===== src/rtl/mem_arb_pkg.sv =====
// Shared types and helpers for the two-port memory arbiter: FSM states,
// port identifiers and the byte-range check.
package mem_arb_pkg;

  typedef enum logic [1:0] {IDLE, ACCESS, RESP} state_t;

  localparam logic PORT_IF = 1'b0;
  localparam logic PORT_D  = 1'b1;

  // 64-bit arithmetic holds any ADDR_WIDTH+1 sum, so address wrap shows up as an error
  function automatic logic range_err(input logic [63:0] addr,
                                     input logic [63:0] nbytes,
                                     input logic [63:0] limit);
    return (addr + nbytes - 64'd1) > (limit - 64'd1);
  endfunction

endpackage


===== src/rtl/rr_arb2.sv =====
// Combinational two-way round-robin pick; grant is one-hot, bit index = port id.
module rr_arb2
  import mem_arb_pkg::*;
(
  input  logic       if_req,
  input  logic       d_req,
  input  logic       last,
  output logic [1:0] gnt
);

  always_comb begin
    gnt = 2'b00;
    if (if_req && d_req)
      gnt = (last == PORT_IF) ? 2'b10 : 2'b01;
    else if (d_req)
      gnt = 2'b10;
    else if (if_req)
      gnt = 2'b01;
  end

endmodule


===== src/rtl/mem_port_arbiter.sv =====
// Shares the single Memory port between instruction fetch and load/store,
// running each access as an IDLE -> ACCESS -> RESP transaction.
module mem_port_arbiter
  import mem_arb_pkg::*;
#(
  parameter int BYTE_SIZE  = 4,
  parameter int ADDR_WIDTH = 32,
  parameter int MEM_BYTES  = 301
) (
  input  logic                   clk,
  input  logic                   rst_n,
  input  logic                   if_req,
  input  logic [ADDR_WIDTH-1:0]  if_addr,
  output logic                   if_ack,
  output logic [BYTE_SIZE*8-1:0] if_rdata,
  input  logic                   d_req,
  input  logic                   d_we,
  input  logic [ADDR_WIDTH-1:0]  d_addr,
  input  logic [BYTE_SIZE*8-1:0] d_wdata,
  output logic                   d_ack,
  output logic [BYTE_SIZE*8-1:0] d_rdata,
  output logic                   d_err,
  output logic                   if_err,
  output logic                   mem_WE,
  output logic [ADDR_WIDTH-1:0]  mem_ADDR,
  output logic [BYTE_SIZE*8-1:0] mem_WD,
  input  logic [BYTE_SIZE*8-1:0] mem_RD
);

  state_t                state;
  logic                  last;
  logic                  win_d;
  logic                  acc_we;
  logic                  acc_err;
  logic [1:0]            gnt;
  logic                  pick_d;
  logic [ADDR_WIDTH-1:0] pick_addr;
  logic                  pick_err;

  rr_arb2 u_arb (
    .if_req (if_req),
    .d_req  (d_req),
    .last   (last),
    .gnt    (gnt)
  );

  assign pick_d    = gnt[PORT_D];
  assign pick_addr = pick_d ? d_addr : if_addr;
  assign pick_err  = range_err(64'(pick_addr), 64'(BYTE_SIZE), 64'(MEM_BYTES));

  always_ff @(posedge clk) begin
    if (!rst_n) begin
      state    <= IDLE;
      last     <= PORT_IF;
      win_d    <= 1'b0;
      acc_we   <= 1'b0;
      acc_err  <= 1'b0;
      mem_WE   <= 1'b0;
      mem_ADDR <= '0;
      mem_WD   <= '0;
      if_ack   <= 1'b0;
      d_ack    <= 1'b0;
      if_err   <= 1'b0;
      d_err    <= 1'b0;
      if_rdata <= '0;
      d_rdata  <= '0;
    end else begin
      case (state)
        IDLE: begin
          if (|gnt) begin
            state    <= ACCESS;
            last     <= pick_d;
            win_d    <= pick_d;
            mem_ADDR <= pick_addr;
            acc_err  <= pick_err;
            acc_we   <= pick_d && d_we;
            if (pick_d)
              mem_WD <= d_wdata;
            mem_WE   <= pick_d && d_we && !pick_err;
          end
        end
        ACCESS: begin
          // Memory commits/reads at this edge; suppressed accesses leave rdata untouched
          mem_WE <= 1'b0;
          state  <= RESP;
          if (win_d) begin
            d_ack <= 1'b1;
            d_err <= acc_err;
            if (!acc_we && !acc_err)
              d_rdata <= mem_RD;
          end else begin
            if_ack <= 1'b1;
            if_err <= acc_err;
            if (!acc_err)
              if_rdata <= mem_RD;
          end
        end
        RESP: begin
          if_ack <= 1'b0;
          d_ack  <= 1'b0;
          if_err <= 1'b0;
          d_err  <= 1'b0;
          state  <= IDLE;
        end
        default: state <= IDLE;
      endcase
    end
  end

endmodule


===== config.mk =====
export PLATFORM = sky130hd
export DESIGN_NAME = mem_port_arbiter
export DESIGN_NICKNAME = d
export VERILOG_FILES = /design/src/rtl/mem_arb_pkg.sv /design/src/rtl/rr_arb2.sv /design/src/rtl/mem_port_arbiter.sv
export SDC_FILE = /design/constraint.sdc
export NUM_CORES = 1
export LEC_CHECK = 0
export ABC_CLOCK_PERIOD_IN_PS = 4610
export BUFFER_PORTS_ARGS = -buffer_cell sky130_fd_sc_hd__buf_2
export CAP_MARGIN = 20
export CORE_ASPECT_RATIO = 1.75
export CORE_UTILIZATION = 46
export DETAILED_ROUTE_END_ITERATION = 10
export HOLD_SLACK_MARGIN = 0.15
export PLACE_DENSITY_LB_ADDON = 0.15
export SLEW_MARGIN = 0
export SYNTH_ARGS = -nofsm -noshare
export SYNTH_HDL_FRONTEND = slang
export SYNTH_SLANG_ARGS = --single-unit

===== constraint.sdc =====
create_clock -name clk -period 4.61 [get_ports clk]
set_clock_uncertainty 0.1 [all_clocks]
set_input_delay 0.461 -clock clk [delete_from_list [all_inputs] [get_ports clk]]
set_output_delay 0.461 -clock clk [all_outputs]
set_load 0.01 [all_outputs]

==> results of run 1 <==
==> synthesized netlist by cell type, types with 2 or more instances <==
| cell | count |
|---|---|
| nand2_1 | 262 |
| dfxtp_1 | 138 |
| a21boi_0 | 100 |
| clkbuf_1 | 41 |
| o211a_1 | 29 |
| nand3_1 | 28 |
| nor2_1 | 23 |
| mux2i_1 | 18 |
| o21ai_0 | 18 |
| a21oi_1 | 13 |
| nor3_1 | 13 |
| and2_1 | 7 |
| nor4_1 | 7 |
| buf_1 | 6 |
| inv_1 | 6 |
| nand4_1 | 6 |
| and3_1 | 5 |
| buf_2 | 5 |
| nor2b_1 | 5 |
| xnor2_1 | 5 |
| nor4b_1 | 4 |
| xor2_1 | 4 |
| a22oi_1 | 3 |
| a31oi_1 | 3 |
| buf_6 | 3 |
| or3_1 | 3 |
| a21boi_1 | 2 |
| a32o_1 | 2 |
| a32oi_1 | 2 |
| and3b_1 | 2 |
| mux2_2 | 2 |
| nor4_2 | 2 |
| nor4_4 | 2 |
| o211ai_1 | 2 |
| o22ai_1 | 2 |
| o41ai_1 | 2 |
==> layer usage <==
metal / wire, microns / track usage (%)
met5: 0 / 0
met2: 10130 / 47.81
met4: 787 / 14.84
met1: 7167 / 26.48
met3: 962 / 5.158
==> final timing paths <==
check | from | end | slack (ns) | depth (start not counted)
worst max register to register | win_d$_SDFFE_PN0P_ | acc_err$_SDFFE_PN0P_ | 1.50 | 8
worst min-delay path | d_wdata[17] | mem_WD[17]$_SDFFE_PN0P_ | 0.19 | 3
worst max-delay path | win_d$_SDFFE_PN0P_ | acc_err$_SDFFE_PN0P_ | 1.50 | 8
worst min register to register | if_rdata[24]$_SDFFE_PN0P_ | if_rdata[24]$_SDFFE_PN0P_ | 0.36 | 2
==> layout by cell type (no fill, tap or decap), types with 3 or more instances in the layout <==
cell and count:
a21boi_0 100, a21oi_1 13, a22oi_1 3, a31oi_1 3, and2_1 7, and3_1 5, buf_2 264, buf_4 8
bufinv_16 3, clkbuf_16 17, clkinv_4 3, dfxtp_1 138, inv_1 6, inv_6 5, mux2i_1 18, nand2_1 262
nand3_1 28, nand4_1 6, nor2_1 23, nor2b_1 5, nor3_1 12, nor4_1 7, nor4b_1 4, o211a_1 29
o21ai_0 18, or3_1 3, xnor2_1 5, xor2_1 4
==> through the flow <==
stage / utilization, % / area (sq um)
2_1_floorplan: - / 6487
3_3_place_gp: 56.86 / 7868
3_5_place_dp: 56.97 / 7883
4_1_cts: 61.39 / 8494
5_1_grt: 61.61 / 8524
6_report: 61.61 / 8524
==> sequential cells by signal, indices dropped and copies added, names as in the netlist <==
signal	flops
d_rdata	32
if_rdata	32
mem_ADDR	32
mem_WD	32
state	2
acc_err	1
acc_we	1
d_ack	1
d_err	1
if_ack	1
if_err	1
mem_WE	1
win_d	1
==> power by group <==
group | internal (uW) | leakage, uW | switching (uW) | total [uW]
Clock | 863 | 0.000293 | 557 | 1420
Combinational | 207 | 0.00259 | 299 | 507
Sequential | 1270 | 0.00113 | 41.8 | 1310
Total | 2340 | 0.00401 | 898 | 3240
==> layout make-up <==
| class | count | area [sq um] | share of cell area, % |
|---|---|---|---|
| antenna | 1 | 2.502 | 0.02936 |
| clock buffer | 17 | 425.4 | 4.990 |
| clock inverter | 14 | 186.4 | 2.187 |
| inverter | 6 | 22.52 | 0.2642 |
| multi-input combinational | 601 | 3480 | 40.82 |
| sequential | 138 | 2763 | 32.41 |
| tap | 177 | 221.5 | 2.598 |
| timing repair buffer | 274 | 1424 | 16.70 |
==> critical path: stages, from the launching register on <==
cell and delay, ns:
dfxtp_1 0.60, a21bo_4 0.54, and2_1 0.30, a31oi_2 0.31, nor4b_1 0.46, o21ai_0 0.17
a21oi_1 0.21, and4b_1 0.24, a21oi_1 0.06
==> logic make-up after synthesis <==
| group | count (synthesis) |
|---|---|
| AND/OR/NAND/NOR | 381 |
| AO/OA/AOI/OAI | 191 |
| flip-flops | 138 |
| multiplexers | 20 |
| buffers and inverters | 61 |
| XOR/XNOR | 9 |
==> reports/results.ini, run 1 <==
[outcome]
status=finished, final reports clean

[detailed_routing]
viasPerCell=5.340
drc_errors=0
drt-total-wl_microns=19050
ant_nets=0
drt-initial-drc-count=203
dr_total_vias=6557
first_pass_iters=5
wire_per_inst_microns=15.51

[sta]
fin_ws_ns=1.501
max_slew_margin_pct=36.05
tightest_slew_ns=0.9592
hold_ws_ns=0.1903
final.min_clock_period_ns=3.109
rsz0062_at_grt=no
fmax_ghz=0.3217
fin_tns_setup_ns=0
setup_viol=0
fin_crit_sh_pct=67.44
slew_viol_final=0
report.final.hold_viol_count=0

[clock_tree]
post_cts_buffers=0
cts_tree=yes
ctsResizeCount=0
cts_buffers=17
path_clk_slew_ns=0.07
htreeDepth=4
cts_root_buf=clkbuf_16
cts_buffer_depth=2
postCtsHoldBufs=0
clk_latency_ns=0.41
clock_sinks=138

[setup_path]
worst_setup_path_start_kind=register
critPathMaxFanout=39
critPathKind=register to register
crit_required_ns=4.81
end_kind=register
cp.arrival_ns=3.31

[grt]
grt_start_max_net_pins=93
grt_overflow=0
grt_pass1_wl_microns=30080
track_usage_pct=25.86
grt_pass1_vias=6209
grt_antenna_before_repair=1

[final_layout]
nFillCells=1326
area_growth_syn_to_layout_pct=31.40
fin_cells=1228
drive_above_1_share_pct=30.57
nNetsFinal=1171

[pwr]
cellLeakagePower_uw=0.004013
finalPower_uw=3238
ir_worst_vdd_uv=242.0
p_per_area_nw_per_um2=379.8

[die]
die_w_microns=91.77
die-area_sq_um=14600
rows=57
pin_count=266
core_area_sq_um=13840
die_h_microns=159.1
start_util_pct=46.89

[yosys]
synth-compound-area-share_pct=22.80
synth_simple_gate_area_share_pct=26.31
synth_fp_nets=933
synth_area_leaders=dfxtp_1, nand2_1, a21boi_0, o211a_1, mux2i_1
syn_area_sq_um=6487
syn_inst=800
synth_seq_cells=138
avgSynthCellArea_sq_um=8.109
ys_seq_area_share_pct=42.58
synth_xor_area_share_pct=1.215
synth_top_area_share_pct=42.58
async_flop_share_pct=0
synth-edff-count=0
ys_warn_count=0
synth.distinct_cells=61
yosysTopAreaCell=dfxtp_1
muxShareOfSynthArea_pct=3.124
synth_ff_type=dfxtp_1
synthAdderAreaFrac_pct=0
synth_top_family_by_area=simple AND/OR/NAND/NOR gates

[placed_design]
dp.cells=1195
port_buffers=265
pre_cts_ws_ns=1.438
dp_hpwl_microns=14010
finalWeightedCongestion=0.9470

[run]
cap_violations=0

[worst_hold_path]
hold_class=input pin to register

(Power assumes the default switching activity.)
==> run 2, diff against run 1 <==
--- a/config.mk
+++ b/config.mk
@@ -5,7 +5,7 @@
 export SDC_FILE = /design/constraint.sdc
 export NUM_CORES = 1
 export LEC_CHECK = 0
-export ABC_CLOCK_PERIOD_IN_PS = 4610
+export ABC_CLOCK_PERIOD_IN_PS = 3200
 export BUFFER_PORTS_ARGS = -buffer_cell sky130_fd_sc_hd__buf_2
 export CAP_MARGIN = 20
 export CORE_ASPECT_RATIO = 1.75
==> constraint.sdc (replaced) <==
create_clock -name clk -period 3.2 [get_ports clk]
set_clock_uncertainty 0.1 [all_clocks]
set_input_delay 0.32 -clock clk [delete_from_list [all_inputs] [get_ports clk]]
set_output_delay 0.32 -clock clk [all_outputs]
set_load 0.01 [all_outputs]
==> run 2 against run 1 <==
  * Clock-buffer cell count unchanged
  * Fmax increased by 16%
  * Routed wire length increased by 4.4%
==> reports/results.ini, run 2 (synthesis results as in run 1) <==
[outcome]
status=finished, final reports clean

[clock_tree]
cts_buffers=17
cts_root_buf=clkbuf_16
clk_latency_ns=0.40
htreeDepth=4
cts_buffer_depth=2
cts_tree=yes
ctsResizeCount=0
path_clk_slew_ns=0.06
clock_sinks=138

[setup_path]
cp.buffers_inverters=1
reg2regPathDepth=9
r2r_start=win_d$_SDFFE_PN0P_
cp.arrival_ns=2.87
critPathMaxFanout=27
cpPeakStageDelay_ns=0.40
crit_family=compound AO/OA/AOI/OAI gates
timing.rr.end=acc_err$_SDFFE_PN0P_
critical_path.slowest_cell=dfxtp_1
rrSetupSlack_ns=0.52
crit_top_cell=a21oi_1
crit_required_ns=3.39
end_kind=register
crit_chain=a21bo_4 > and2_1 > a31oi_2 > buf_4 > nor4b_1 > o21ai_0 > a21oi_1 > and4b_1 > a21oi_1
worst_setup_path_start_kind=register
critPathKind=register to register

[final_layout]
num_antenna_cells=0
final_common_cell=buf_2
fin_area_sq_um=9250
nFillCells=1212
layout_common_cells=buf_2, nand2_1, dfxtp_1, a21boi_0, dlygate4sd3_1
area_growth_syn_to_layout_pct=42.58
fin_cells=1301
nNetsFinal=1245
multi_input_area_sq_um=3480
ff_latch_area_sq_um=2763
drive_above_1_share_pct=29.18

[worst_hold_path]
hold-path-cell-count=4
whs_endpoint=mem_ADDR[0]$_SDFFE_PN0P_
worstHoldStart=d_addr[0]
hold_class=input pin to register

[detailed_routing]
viasPerCell=5.273
first_pass_iters=4
ant_nets=0
wire_per_inst_microns=15.29
dr_total_vias=6860
drt-total-wl_microns=19890
drt-initial-drc-count=265
drc_errors=0

[sta]
tightest_slew_ns=0.9860
slew_viol_final=0
rsz0062_at_grt=no
fin_crit_sh_pct=83.76
setup_viol=0
fin_tns_setup_ns=0
report.final.hold_viol_count=0
final.min_clock_period_ns=2.680
max_slew_margin_pct=33.57
hold_ws_ns=0.1823
fmax_ghz=0.3731

[die]
core_area_sq_um=13840
pin_count=266
die_h_microns=159.1
die_w_microns=91.77
rows=57
die-area_sq_um=14600
start_util_pct=46.89

[placed_design]
finalWeightedCongestion=0.9112
port_buffers=265
dp.cells=1202
dp_hpwl_microns=13990
placed_area_sq_um=7940

[grt]
grt_start_max_net_pins=80
grt_pass1_wl_microns=31710
track_usage_pct=27.20
grt_overflow=0
grt_antenna_before_repair=0
grt_pass1_vias=6641

[pwr]
p_per_area_nw_per_um2=512.6
cellLeakagePower_uw=0.004321
finalPower_uw=4741
ir_worst_vdd_uv=355.3

[run]
cap_violations=0

## run 2: timing repair
item	in CTS	in global routing
setup endpoints to repair	0	0
endpoints found under the hold margin	99	0
setup buffers	0	0
hold buffers	67	0
## run 2: layout make-up
class / count / area share (%)
flip-flops and latches: 138 / 29.87
repair buffers: 348 / 23.27
multi-input cells: 601 / 37.62
clock buffers: 17 / 4.599
inverters: 6 / 0.2435
clock inverters: 14 / 2.015
well taps: 177 / 2.394
## run 2: how the worst max path moves through the flow
stage,cells after the start,slack [ns],startpoint,end
after floorplan,10,0.85,win_d$_SDFFE_PN0P_,acc_err$_SDFFE_PN0P_
after global placement,10,0.45,d_req,acc_err$_SDFFE_PN0P_
after detailed placement,10,0.43,d_req,acc_err$_SDFFE_PN0P_
after global routing,9,0.31,win_d$_SDFFE_PN0P_,acc_err$_SDFFE_PN0P_
after CTS,9,0.49,win_d$_SDFFE_PN0P_,acc_err$_SDFFE_PN0P_
final,9,0.52,win_d$_SDFFE_PN0P_,acc_err$_SDFFE_PN0P_
## run 2: power by group
| part | internal (uW) | leakage (uW) | switching (uW) |
|---|---|---|---|
| registers | 1830 | 0.00113 | 57.4 |
| logic | 360 | 0.00291 | 453 |
| clock network | 1240 | 0.000287 | 798 |
## run 2: per-stage QoR
stage                     setup WS [ns]  util [%]
after floorplan                  0.8513         -
after global placement           0.4514     57.39
after detailed placement         0.4284     57.39
after CTS                        0.4859     66.66
after global routing             0.3135     66.86
final                            0.5198     66.86
## run 2: layer usage
metal | vias up | share of wire [%] | track usage (%)
met3 | 81 | 4.6 | 5.110
met4 | 0 | 6.2 | 17.26
met1 | 3148 | 37 | 27.67
met5 | - | 0 | 0
li1 | 3375 | - | -
met2 | 256 | 52 | 49.93
## run 2: worst min-delay path: cells and delay by family
kind            cells  cell delay, ns
compound gates      1            0.13
buf+inv             1            0.09
simple gates        2            0.11
